### src/rtl/hazard_ctrl.sv
// Pipeline hazard controller: detects RAW data hazards and mult/div busy conflicts,
// producing stall/flush controls plus a mult/div busy counter and a stall-cycle counter.
module hazard_ctrl #(
   parameter int MULT_CYCLES = 5,
   parameter int DIV_CYCLES  = 10
) (
   input  logic        clk,
   input  logic        reset,
   input  logic [4:0]  IDRs,
   input  logic [4:0]  IDRt,
   input  logic [1:0]  IDTuseRs,
   input  logic [1:0]  IDTuseRt,
   input  logic [4:0]  EXRegDst,
   input  logic [4:0]  MEMRegDst,
   input  logic        EXRegWriteEn,
   input  logic        MEMRegWriteEn,
   input  logic [31:0] EXTimeNew,
   input  logic [31:0] MEMTimeNew,
   input  logic        EXMDStart,
   input  logic        EXMDType,
   input  logic        IDIsMD,
   input  logic        IntReq,
   input  logic        IDIsEret,
   output logic        PCStall,
   output logic        IFIDStall,
   output logic        IFIDFlush,
   output logic        IDEXFlush,
   output logic        EXMEMFlush,
   output logic        MDBusy,
   output logic [3:0]  MDCount,
   output logic [31:0] StallCycles
);

   logic [3:0]  r_mdCount;
   logic [31:0] r_stallCycles;

   logic w_rsExHit, w_rsMemHit, w_rtExHit, w_rtMemHit;
   logic w_rsHazard, w_rtHazard;
   logic w_mdBusy, w_mdStall, w_stall;

   // Tuse is zero-extended so a huge remaining Tnew still counts as "not ready yet".
   assign w_rsExHit  = EXRegWriteEn  && (EXRegDst  == IDRs) && (EXTimeNew  > {30'd0, IDTuseRs});
   assign w_rsMemHit = MEMRegWriteEn && (MEMRegDst == IDRs) && (MEMTimeNew > {30'd0, IDTuseRs});
   assign w_rtExHit  = EXRegWriteEn  && (EXRegDst  == IDRt) && (EXTimeNew  > {30'd0, IDTuseRt});
   assign w_rtMemHit = MEMRegWriteEn && (MEMRegDst == IDRt) && (MEMTimeNew > {30'd0, IDTuseRt});

   assign w_rsHazard = (IDRs != 5'd0) && (IDTuseRs != 2'd3) && (w_rsExHit || w_rsMemHit);
   assign w_rtHazard = (IDRt != 5'd0) && (IDTuseRt != 2'd3) && (w_rtExHit || w_rtMemHit);

   assign w_mdBusy  = EXMDStart || (r_mdCount != 4'd0);
   assign w_mdStall = IDIsMD && w_mdBusy;
   assign w_stall   = (w_rsHazard || w_rtHazard || w_mdStall) && !IntReq;

   // An exception wins over everything; eret squashes its delay slot only when ID advances.
   assign PCStall     = w_stall;
   assign IFIDStall   = w_stall;
   assign IDEXFlush   = w_stall || IntReq;
   assign EXMEMFlush  = IntReq;
   assign IFIDFlush   = IntReq || (IDIsEret && !w_stall);
   assign MDBusy      = w_mdBusy;
   assign MDCount     = r_mdCount;
   assign StallCycles = r_stallCycles;

   always_ff @(posedge clk) begin
      if (reset) begin
         r_mdCount     <= 4'd0;
         r_stallCycles <= 32'd0;
      end else begin
         if (r_mdCount != 4'd0)
            r_mdCount <= r_mdCount - 4'd1;
         else if (EXMDStart && !IntReq)
            r_mdCount <= EXMDType ? 4'(DIV_CYCLES) : 4'(MULT_CYCLES);
         if (w_stall && (r_stallCycles != 32'hFFFF_FFFF))
            r_stallCycles <= r_stallCycles + 32'd1;
      end
   end

endmodule

### config.mk
export PLATFORM = sky130hd
export DESIGN_NAME = hazard_ctrl
export DESIGN_NICKNAME = d
export VERILOG_FILES = /design/src/rtl/hazard_ctrl.sv
export SDC_FILE = /design/constraint.sdc
export NUM_CORES = 1
export LEC_CHECK = 0
export BUFFER_PORTS_ARGS = -buffer_cell sky130_fd_sc_hd__buf_2
export CAP_MARGIN = 20
export CORE_AREA = 2 2 76 85
export CTS_CLUSTER_SIZE = 20
export DETAILED_ROUTE_END_ITERATION = 10
export DIE_AREA = 0 0 78 87
export GPL_TIMING_DRIVEN = 0
export PLACE_DENSITY_LB_ADDON = 0.08
export SYNTH_ARGS = -nofsm -noshare
export SYNTH_HDL_FRONTEND = slang
export SYNTH_SLANG_ARGS = --single-unit
### constraint.sdc
create_clock -name clk -period 3.2 [get_ports clk]
set_clock_uncertainty 0.15 [all_clocks]
set_input_delay 0.64 -clock clk [delete_from_list [all_inputs] [get_ports clk]]
set_output_delay 0.64 -clock clk [all_outputs]
set_load 0.01 [all_outputs]
==> run_results.csv <==
group,metric,value,unit
hold_path,min_path_type,"flip-flop to flip-flop",
synth,yosysTopAreaCell,"dfxtp_1",
routing,wirelength,8317,um
clock_tree,numCtsBuffers,5,
sta,slew_viol_final,0,
critical_path,rr_startpoint,"StallCycles[12]$_SDFFE_PP0P_",
sta,finalHoldViolations,0,
finish,diodes,0,
critical_path,worstSetupPathType,"input port to primary output",
global_route,grt_pass1_vias,2892,
placement,port_buffers,137,
floorplan,die_w,78,um
synth,synth_area_per_cell,7.914,um^2
floorplan,start_util,44.15,%
placement,place_ws,-0.1156,ns
critical_path,critPathMaxFanout,3,
finish,drive_gt1_share,37.86,%
pwr,p_leak,1.544,nW
sta,tightest_slew,0.4981,ns
synth,ys_ff_latch,36,
critical_path,worstRegToRegCells,8,
clock_tree,clock_sinks,36,
clock_tree,h-tree-depth,2,
critical_path,worstPathArrival,2.37,ns
clock_tree,cts_hold_buf,0,
critical_path,reg2reg_slack,0.39,ns
clock_tree,clk_pin_slew,0.07,ns
sta,fin_ws,0.04042,ns
routing,vias,3138,
hold_path,hold_depth,2,
finish,fin_cells,566,
floorplan,die_area,6786,um^2
finish,final_nets,593,
placement,gp_congestion,0.8120,
floorplan,dieHeight,87,um
placement,dp_cells,552,
routing,detail-route-antenna-nets,0,
synth,async_flop_share,0,%
hold_path,holdPathEnd,"StallCycles[4]$_SDFFE_PP0P_",
synth,syn_nets,442,
finish,syn_to_final_growth,38.74,%
pwr,p_per_area,351.6,nW/um^2
synth,synth_cell_type_count,44,
sta,fmax,316.5,MHz
global_route,antenna_found_initial,0,
floorplan,core_area,6006,um^2
synth,synth_seq_area_share,27.18,%
routing,first_pass_iters,4,
pwr,vdd_drop_max,0.3494,mV
sta,max-slew-margin-rel,66.79,%
routing,drt_iter0_drc,66,
clock_tree,cts_root_buffer,"clkbuf_8",
critical_path,reg2reg_to,"StallCycles[1]$_SDFFE_PP0P_",
sta,period_share,98.74,%
finish,postLayoutCellArea,3679,um^2
routing,viasPerCell,5.544,
routing,drc_errors,0,
run,maxCapViolCount,0,
critical_path,max_stage_delay,0.52,ns
clock_tree,clk_path_buf_depth,2,
hold_path,min_from,"StallCycles[4]$_SDFFE_PP0P_",
synth,synth-edff-count,0,
floorplan,ioPinCount,139,
global_route,grt_max_degree,11,
synth,syn_area,2651,um^2
global_route,track_usage,23.23,%
global_route,grt_pass1_wl,12880,um
outcome,status,"finished, final reports clean",
critical_path,setup.worst_path.end_class,"primary output",
synth,yosys_warnings,0,
synth,synth_top_area_share,27.18,%
synth,synthTopCellsByArea,"dfxtp_1, xnor2_1, or4_1",
floorplan,rows,30,
placement,placed_area,3437,um^2
placement,dp_hpwl,6417,um
critical_path,crit_chain,"buf_2, nor4_2, nand4_1, or4_4, a22oi_2, and3_4, nand2_1, nand2_1, buf_2",
synth,synthFlopType,"dfxtp_1",
sta,setup_violations,0,
clock_tree,clk-insertion-delay-late,0.29,ns
synth,syn_inst,335,
critical_path,critical-path-slowest-cell,"or4_4",
sta,fin_hold_ws,0.3538,ns
global_route,grt-ovfl-total,0,
clock_tree,cts_tree,"done",
critical_path,cp_top_family,"simple AND/OR/NAND/NOR gates",
routing,wire_per_inst,14.69,um
sta,finalCriticalPeriod,3.160,ns
critical_path,startpoint_type,"input port",
critical_path,path_buf_inv,2,
critical_path,crit_required,2.41,ns
sta,rsz0062_at_grt,"true",
## tightest hold or removal path: stages, from the launching register on
cell and delay [ns]:
dfxtp_1 0.33, o31ai_1 0.07, a21oi_1 0.06
## registers in the layout, indices dropped and copies added, names as in the netlist
signal / cells
StallCycles: 32
MDCount: 4
## worst max-delay path by stage
stage	startpoint	to	slack, ns	depth (start not counted)
global placement	IDTuseRt[1]	PCStall	-0.12	11
detailed placement	IDTuseRt[1]	PCStall	-0.12	11
global route	MEMTimeNew[21]	IFIDFlush	-0.03	9
CTS	IDTuseRt[1]	IFIDFlush	-0.02	11
floorplan	IDTuseRt[1]	PCStall	0.21	9
finish	MEMTimeNew[21]	IFIDFlush	0.04	9
## through the flow
| step | total power, mW | setup TNS, ns | utilization, % |
|---|---|---|---|
| after floorplan | 0.7672 | 0 | - |
| after global placement | 0.9190 | -0.1302 | 57.23 |
| after detailed placement | 0.9282 | -0.1348 | 57.23 |
| after CTS | 1.299 | -0.02303 | 60.31 |
| after global routing | 1.375 | -0.06532 | 61.25 |
| final | 1.293 | 0 | 61.25 |
## layout by cell type, fill, tap and decap left out, types with 2 or more instances in the layout
master     netlist  routed
nor2b_1         12      12
buf_2            3     137
o31ai_1         20      20
or4_4            0       2
nand4_1         14      14
buf_6            2       5
and3_1           5       4
or3_1            2       2
mux2_2           4       4
nand3b_1         2       2
clkbuf_1         9       9
nand2_1         30      30
o21ai_0          3       3
nand2b_1         3       3
a2bb2oi_1        2       2
nor3_2           1       2
and4_1           5       5
nor4_1          21      16
inv_4            0       2
mux2_1           4       4
xnor2_1         20      20
clkbuf_8         0       7
nor2_1          15      15
inv_1           11      10
ha_1            10       9
nand3_1         13      13
nor4_2           0       5
a21oi_1         29      29
dfxtp_1         36      36
buf_4            5      12
o21ai_1          2       2
or4_1           23      21
nor3b_1          2       2
nor3_1          13      12
## layer usage
layer	vias up	global-route usage [%]	wire length, um	part of all wire [%]
met5	-	0	0	0
met4	0	7.815	111	1.3
li1	1577	-	-	-
met1	1423	26.29	3419	41
met2	126	44.12	4186	50
met3	12	3.734	600	7.2
## cell type report
cell class	instances	area [um^2]
Tap cell	80	100.1
Fill cell	576	2327
Timing Repair Buffer	145	764.5
Clock buffer	7	96.34
Multi-Input combinational cell	268	1846
Sequential cell	36	720.7
Buffer	18	101.3
Inverter	12	50.05
## cell families after synthesis
family	after synthesis	share of synthesized area, %
AO/OA/AOI/OAI	64	16.28
XOR/XNOR	21	6.937
adder cells (fa/ha/maj)	10	4.719
buffers and inverters	31	5.804
flip-flops	36	27.18
multiplexers	9	3.775
AND/OR/NAND/NOR	164	35.30
## report_power, final
part	switching (mW)	leakage [nW]	internal, mW
Sequential	0.0266	0.291	0.471
Combinational	0.234	1.20	0.211
Clock	0.159	0.0503	0.192
Total	0.420	1.54	0.873
## what timing repair did
item | 4_1_cts | 5_1_grt
pin swaps | 8 | 7
endpoints found under the hold margin | 0 | 0
gates cloned | 0 | 0
resized for setup | 11 | 7
endpoints found under the setup margin | 3 | 13
setup buffers | 6 | 2
## synth_stat cells, types with 2 or more instances
cell type   n
mux2_1      4
clkbuf_1    9
inv_1      11
nand4_1    14
or3_1       2
a2bb2oi_1   2
a21oi_1    29
xnor2_1    20
o21ai_0     3
buf_4       5
ha_1       10
dfxtp_1    36
mux2_2      4
nor3b_1     2
nand2b_1    3
and3_1      5
nor2_1     15
or4_1      23
nor4_1     21
nand3b_1    2
nand2_1    30
nand3_1    13
buf_6       2
nor3_1     13
o31ai_1    20
o21ai_1     2
buf_2       3
nor2b_1    12
and4_1      5
(Power assumes the default switching activity.)
